File: src/rtl/mux_arbiter_pkg.sv
// Shared definitions for the dest-bit demux / mux arbiter pair: FSM encoding
// and the default word width both sides agree on.
package mux_arbiter_pkg;

  localparam int DATA_SIZE_DEF = 6;

  typedef enum logic [1:0] {
    IDLE   = 2'd0,
    SERVE0 = 2'd1,
    SERVE1 = 2'd2
  } state_t;

endpackage

File: src/rtl/mux_arbiter_d.sv
// Converges two FWFT destination FIFOs into one registered push stream using a
// burst-limited round-robin FSM with downstream back-pressure.
module mux_arbiter_d
  import mux_arbiter_pkg::*;
#(
  parameter int DATA_SIZE = DATA_SIZE_DEF,
  parameter int BURST     = 4,
  parameter int CNT_SIZE  = 8
) (
  input  logic                 clk,
  input  logic                 reset,
  input  logic                 empty_d0,
  input  logic                 empty_d1,
  input  logic [DATA_SIZE-1:0] data_d0,
  input  logic [DATA_SIZE-1:0] data_d1,
  input  logic                 almost_full_out,
  output logic                 pop_d0,
  output logic                 pop_d1,
  output logic [DATA_SIZE-1:0] data_out,
  output logic                 push_out,
  output logic [CNT_SIZE-1:0]  count_d0,
  output logic [CNT_SIZE-1:0]  count_d1,
  output logic                 busy
);

  localparam int BW = (BURST < 1) ? 1 : $clog2(BURST + 1);
  localparam logic [BW-1:0] BURST_L = BW'(BURST);
  localparam logic [BW-1:0] ONE     = BW'(1);

  state_t              state, state_n;
  logic [BW-1:0]       burst, burst_n;
  logic                last, last_n;
  logic                grant0, grant1;
  logic                pick0;

  logic [DATA_SIZE-1:0] data_p1;
  logic                 vld_p1;
  logic [CNT_SIZE-1:0]  cnt0_p1, cnt1_p1;
  logic                 busy_p1;

  // Stage 0: pop decision, made in the same cycle the FIFO heads are presented
  always_comb begin
    grant0  = 1'b0;
    grant1  = 1'b0;
    pick0   = 1'b0;
    state_n = state;
    burst_n = burst;
    last_n  = last;
    if (!reset && !almost_full_out) begin
      case (state)
        IDLE: begin
          // last==1 means d0 is preferred; fall back to the other port if preferred is empty
          pick0 = last ? !empty_d0 : (empty_d1 && !empty_d0);
          if (pick0) begin
            grant0  = 1'b1;
            state_n = SERVE0;
            burst_n = ONE;
          end else if (!empty_d1) begin
            grant1  = 1'b1;
            state_n = SERVE1;
            burst_n = ONE;
          end
        end
        SERVE0: begin
          if (!empty_d0 && ((burst < BURST_L) || empty_d1)) begin
            grant0  = 1'b1;
            burst_n = (burst == BURST_L) ? ONE : burst + ONE;
          end else if (!empty_d1) begin
            grant1  = 1'b1;
            state_n = SERVE1;
            burst_n = ONE;
          end else begin
            state_n = IDLE;
            last_n  = 1'b0;
          end
        end
        SERVE1: begin
          if (!empty_d1 && ((burst < BURST_L) || empty_d0)) begin
            grant1  = 1'b1;
            burst_n = (burst == BURST_L) ? ONE : burst + ONE;
          end else if (!empty_d0) begin
            grant0  = 1'b1;
            state_n = SERVE0;
            burst_n = ONE;
          end else begin
            state_n = IDLE;
            last_n  = 1'b1;
          end
        end
        default: begin
          state_n = IDLE;
        end
      endcase
    end
  end

  assign pop_d0 = grant0;
  assign pop_d1 = grant1;

  // Stage 1: registered FSM context, forwarded word and observability counters
  always_ff @(posedge clk) begin
    if (reset) begin
      state   <= IDLE;
      burst   <= '0;
      last    <= 1'b1;
      data_p1 <= '0;
      vld_p1  <= 1'b0;
      cnt0_p1 <= '0;
      cnt1_p1 <= '0;
      busy_p1 <= 1'b0;
    end else begin
      state   <= state_n;
      burst   <= burst_n;
      last    <= last_n;
      vld_p1  <= grant0 | grant1;
      busy_p1 <= (state_n != IDLE);
      if (grant0) begin
        data_p1 <= data_d0;
      end else if (grant1) begin
        data_p1 <= data_d1;
      end else begin
        data_p1 <= '0;
      end
      if (grant0) begin
        cnt0_p1 <= cnt0_p1 + CNT_SIZE'(1);
      end
      if (grant1) begin
        cnt1_p1 <= cnt1_p1 + CNT_SIZE'(1);
      end
    end
  end

  assign data_out = data_p1;
  assign push_out = vld_p1;
  assign count_d0 = cnt0_p1;
  assign count_d1 = cnt1_p1;
  assign busy     = busy_p1;

endmodule

File: config.mk
export PLATFORM = sky130hd
export DESIGN_NAME = mux_arbiter_d
export DESIGN_NICKNAME = d
export VERILOG_FILES = /design/src/rtl/mux_arbiter_pkg.sv /design/src/rtl/mux_arbiter_d.sv
export SDC_FILE = /design/constraint.sdc
export NUM_CORES = 1
export LEC_CHECK = 0
export ABC_AREA = 1
export CAP_MARGIN = 10
export CELL_PAD_IN_SITES_DETAIL_PLACEMENT = 1
export CELL_PAD_IN_SITES_GLOBAL_PLACEMENT = 1
export CORE_MARGIN = 5
export CORE_UTILIZATION = 31
export CTS_CLUSTER_DIAMETER = 200
export DETAILED_ROUTE_END_ITERATION = 10
export GPL_TIMING_DRIVEN = 1
export PLACE_DENSITY_LB_ADDON = 0.1
export SETUP_SLACK_MARGIN = 0.3
export SYNTH_ARGS = -nofsm -noshare
export SYNTH_HDL_FRONTEND = slang
export SYNTH_SLANG_ARGS = --single-unit
File: constraint.sdc
create_clock -name clk -period 1.9 [get_ports clk]
set_input_delay 0.475 -clock clk [delete_from_list [all_inputs] [get_ports clk]]
set_output_delay 0.475 -clock clk [all_outputs]
set_load 0.02 [all_outputs]
==> results.sh <==
export IMPL_syn_nets=295
export IMPL_cpMostUsedCell="buf_6"
export IMPL_worst_pin_slew_ps=290
export IMPL_ctsHoldBuffers=0
export IMPL_wl_per_cell_um=14.4
export IMPL_fillers=746
export IMPL_syn_area_per_cell_um2=6.83
export IMPL_pin_count=43
export IMPL_yosys_area_top_type="dfxtp_1"
export IMPL_critPathBufInv=4
export IMPL_grt_pass1_vias=2043
export IMPL_max_stage_delay_ps=390
export IMPL_synth_cells=270
export IMPL_clock_latency_ps=280
export IMPL_antenna_found_initial=0
export IMPL_drc=0
export IMPL_numClockSinks=30
export IMPL_synth_edf_count=0
export IMPL_final_nets=390
export IMPL_post_route_period_util=1.01
export IMPL_ctsLongestPathBuffers=2
export IMPL_areaGrowthSynthToFinish_pct=65.9
export IMPL_slew_violations=0
export IMPL_irDropWorstVdd_v=0.000248
export IMPL_status="finished, violations left"
export IMPL_finish_utilization=0.522
export IMPL_crit_arrival_ps=1450
export IMPL_initial_core_util=0.315
export IMPL_cts_buffers=5
export IMPL_fin_area_mm2=0.00306
export IMPL_grt_setup_unrepaired="yes"
export IMPL_dieArea_mm2=0.00759
export IMPL_first_iter_violations=40
export IMPL_grt_usage=0.168
export IMPL_clock_skew_ps=4.55
export IMPL_async_flop_share=0
export IMPL_cp_slowest_cell="dfxtp_4"
export IMPL_cts_tree="built"
export IMPL_setup_violations=1
export IMPL_die_w_um=87.1
export IMPL_synth_top_cell_area_share=0.326
export IMPL_core_area_mm2=0.00585
export IMPL_row_count=28
export IMPL_p_leak_nw=1.54
export IMPL_antenna_left=0
export IMPL_routabilityCongestion=0.864
export IMPL_regArea_um2=609
export IMPL_grt_overflow=0
export IMPL_io_buffers=42
export IMPL_clk_pin_slew_ps=70
export IMPL_grt_max_degree=16
export IMPL_drtPass1Iterations=4
export IMPL_yosysWarnings=0
export IMPL_netlist_area_mm2=0.00184
export IMPL_ys_flop_type="dfxtp_1"
export IMPL_whs_ps=475
export IMPL_finalHoldViolations=0
export IMPL_relSlewSlack=0.807
export IMPL_crit_family="flip-flops"
export IMPL_cts_root_buffer="clkbuf_8"
export IMPL_fmax_mhz=519
export IMPL_dp_hpwl_um=4280
export IMPL_layout_min_cycle_time_ps=1930
export IMPL_cp_required_ps=1420
export IMPL_die_height_um=87.1
export IMPL_multiInputGateArea_mm2=0.00127
export IMPL_cts_htree_levels=2
export IMPL_drv_cap=0
export IMPL_min_path_type="reg2reg"
export IMPL_worst_slack_ps=-28.5
export IMPL_critPathCaptureType="output port"
export IMPL_synthTopCellsByArea="dfxtp_1, nand2_1, nand3_1"
export IMPL_ys_ff_latch=30
export IMPL_place_area_mm2=0.00268
export IMPL_vias_per_cell=4.75
export IMPL_synth_seq_area_share=0.326
export IMPL_crit_fanout=4
export IMPL_path_class="reg2out"
export IMPL_pre_cts_slack_ps=-785
export IMPL_ys_types=27
export IMPL_cp_start_kind="register"
export IMPL_layout_drive_gt1_share=0.321
export IMPL_violations="setup timing"
export IMPL_power_density_mw_per_mm2=538
export IMPL_diodes=0
export IMPL_grt_pass1_wl_um=9910
export IMPL_path_cells="buf_6 > ha_4 > inv_4 > nor2_4 > nand2_2 > nand3_4 > nand2_4 > inv_2 > buf_6"
export IMPL_finalSetupTns_ps=-28.5
export IMPL_vias=2091
export IMPL_wirelength_um=6330
## cells in the mapped netlist (2+ instances only)
library cell  instances
nor2_1               18
inv_1                26
nand2_1              88
nand4_1               7
ha_1                  8
nand2_2               5
nand3_4               2
o21ai_0               8
nand3_1              31
a21oi_2               2
xor2_1                6
buf_6                 2
a21oi_1              14
nand2_4               3
xnor2_1               2
nand3b_1              4
buf_2                 3
inv_2                 3
dfxtp_1              30
## path summary, 6_finish.rpt
check / startpoint / endpoint / slack [ps] / cells after the start
setup reg to reg: state[1] / data_out[0] / 260 / 11
hold reg to reg: last / last / 470 / 2
setup / recovery: state[1] / pop_d0 / -30 / 9
hold / removal: last / last / 470 / 2
## where the power goes
group / switching [mW] / internal, mW
combinational: 0.190 / 0.175
sequential: 0.0150 / 0.646
clock: 0.253 / 0.366
total: 0.458 / 1.19
## cell usage in the layout, fill, tap and decap left out, drive strengths merged
cell type,synthesis,routed
dlygate4sd2,0,25
xnor2,2,2
inv,30,30
clkdlybuf4s50,0,12
and2,1,1
nand3,34,34
nand4,7,7
nor2,21,21
nor3,1,1
nand2,96,96
dfxtp,30,30
buf,5,54
clkbuf,1,9
nand3b,4,4
ha,8,8
clkdlybuf4s15,0,1
o21ai,8,8
a21oi,16,16
xor2,6,6
## metrics by stage
step           std cells  total power [mW]
6_report             440              1.65
5_1_grt              440              1.75
4_1_cts              433              1.63
3_5_place_dp         418             0.992
3_3_place_gp         418             0.987
2_1_floorplan        270             0.834
## metal layers
metal	global-route usage	vias up	share of wire
li1	-	1050	-
met3	0.0369	14	0.032
met2	0.285	32	0.52
met5	0	-	0
met4	0.0572	0	0.023
met1	0.209	995	0.42
## cells by family (layout without fill, tap and decap cells)
kind of cell,count (synthesis),count (layout),synth area share
AO/OA/AOI/OAI,24,24,0.0693
XOR/XNOR,8,8,0.0380
adder cells (fa/ha/maj),8,8,0.0543
buffers and inverters,36,131,0.0862
flip-flops,30,30,0.326
AND/OR/NAND/NOR,164,164,0.426
## area by class of cell
cell class                 count  area share
inverter                      30      0.0450
tap                           75      0.0307
clock buffer                   7      0.0352
timing repair buffer          94       0.275
sequential                    30       0.199
multi-input combinational    204       0.415
## sequential cells by signal, summed over array words and instances (netlist names)
signal	count
count_d0	8
count_d1	8
data_out	6
burst	3
state	2
busy	1
last	1
push_out	1
## tightest hold or removal path, stage by stage, from the launching register on
cell     delay [ps]
dfxtp_1         340
nand2_1          60
nand3_1          60
## what timing repair did
item / 4_1_cts / 5_1_grt
resized for setup: 57 / 37
pin swaps: 10 / 19
endpoints found under the setup margin: 56 / 17
setup buffers: 8 / 6
gates cloned: 0 / 1
(Power assumes the default switching activity.)
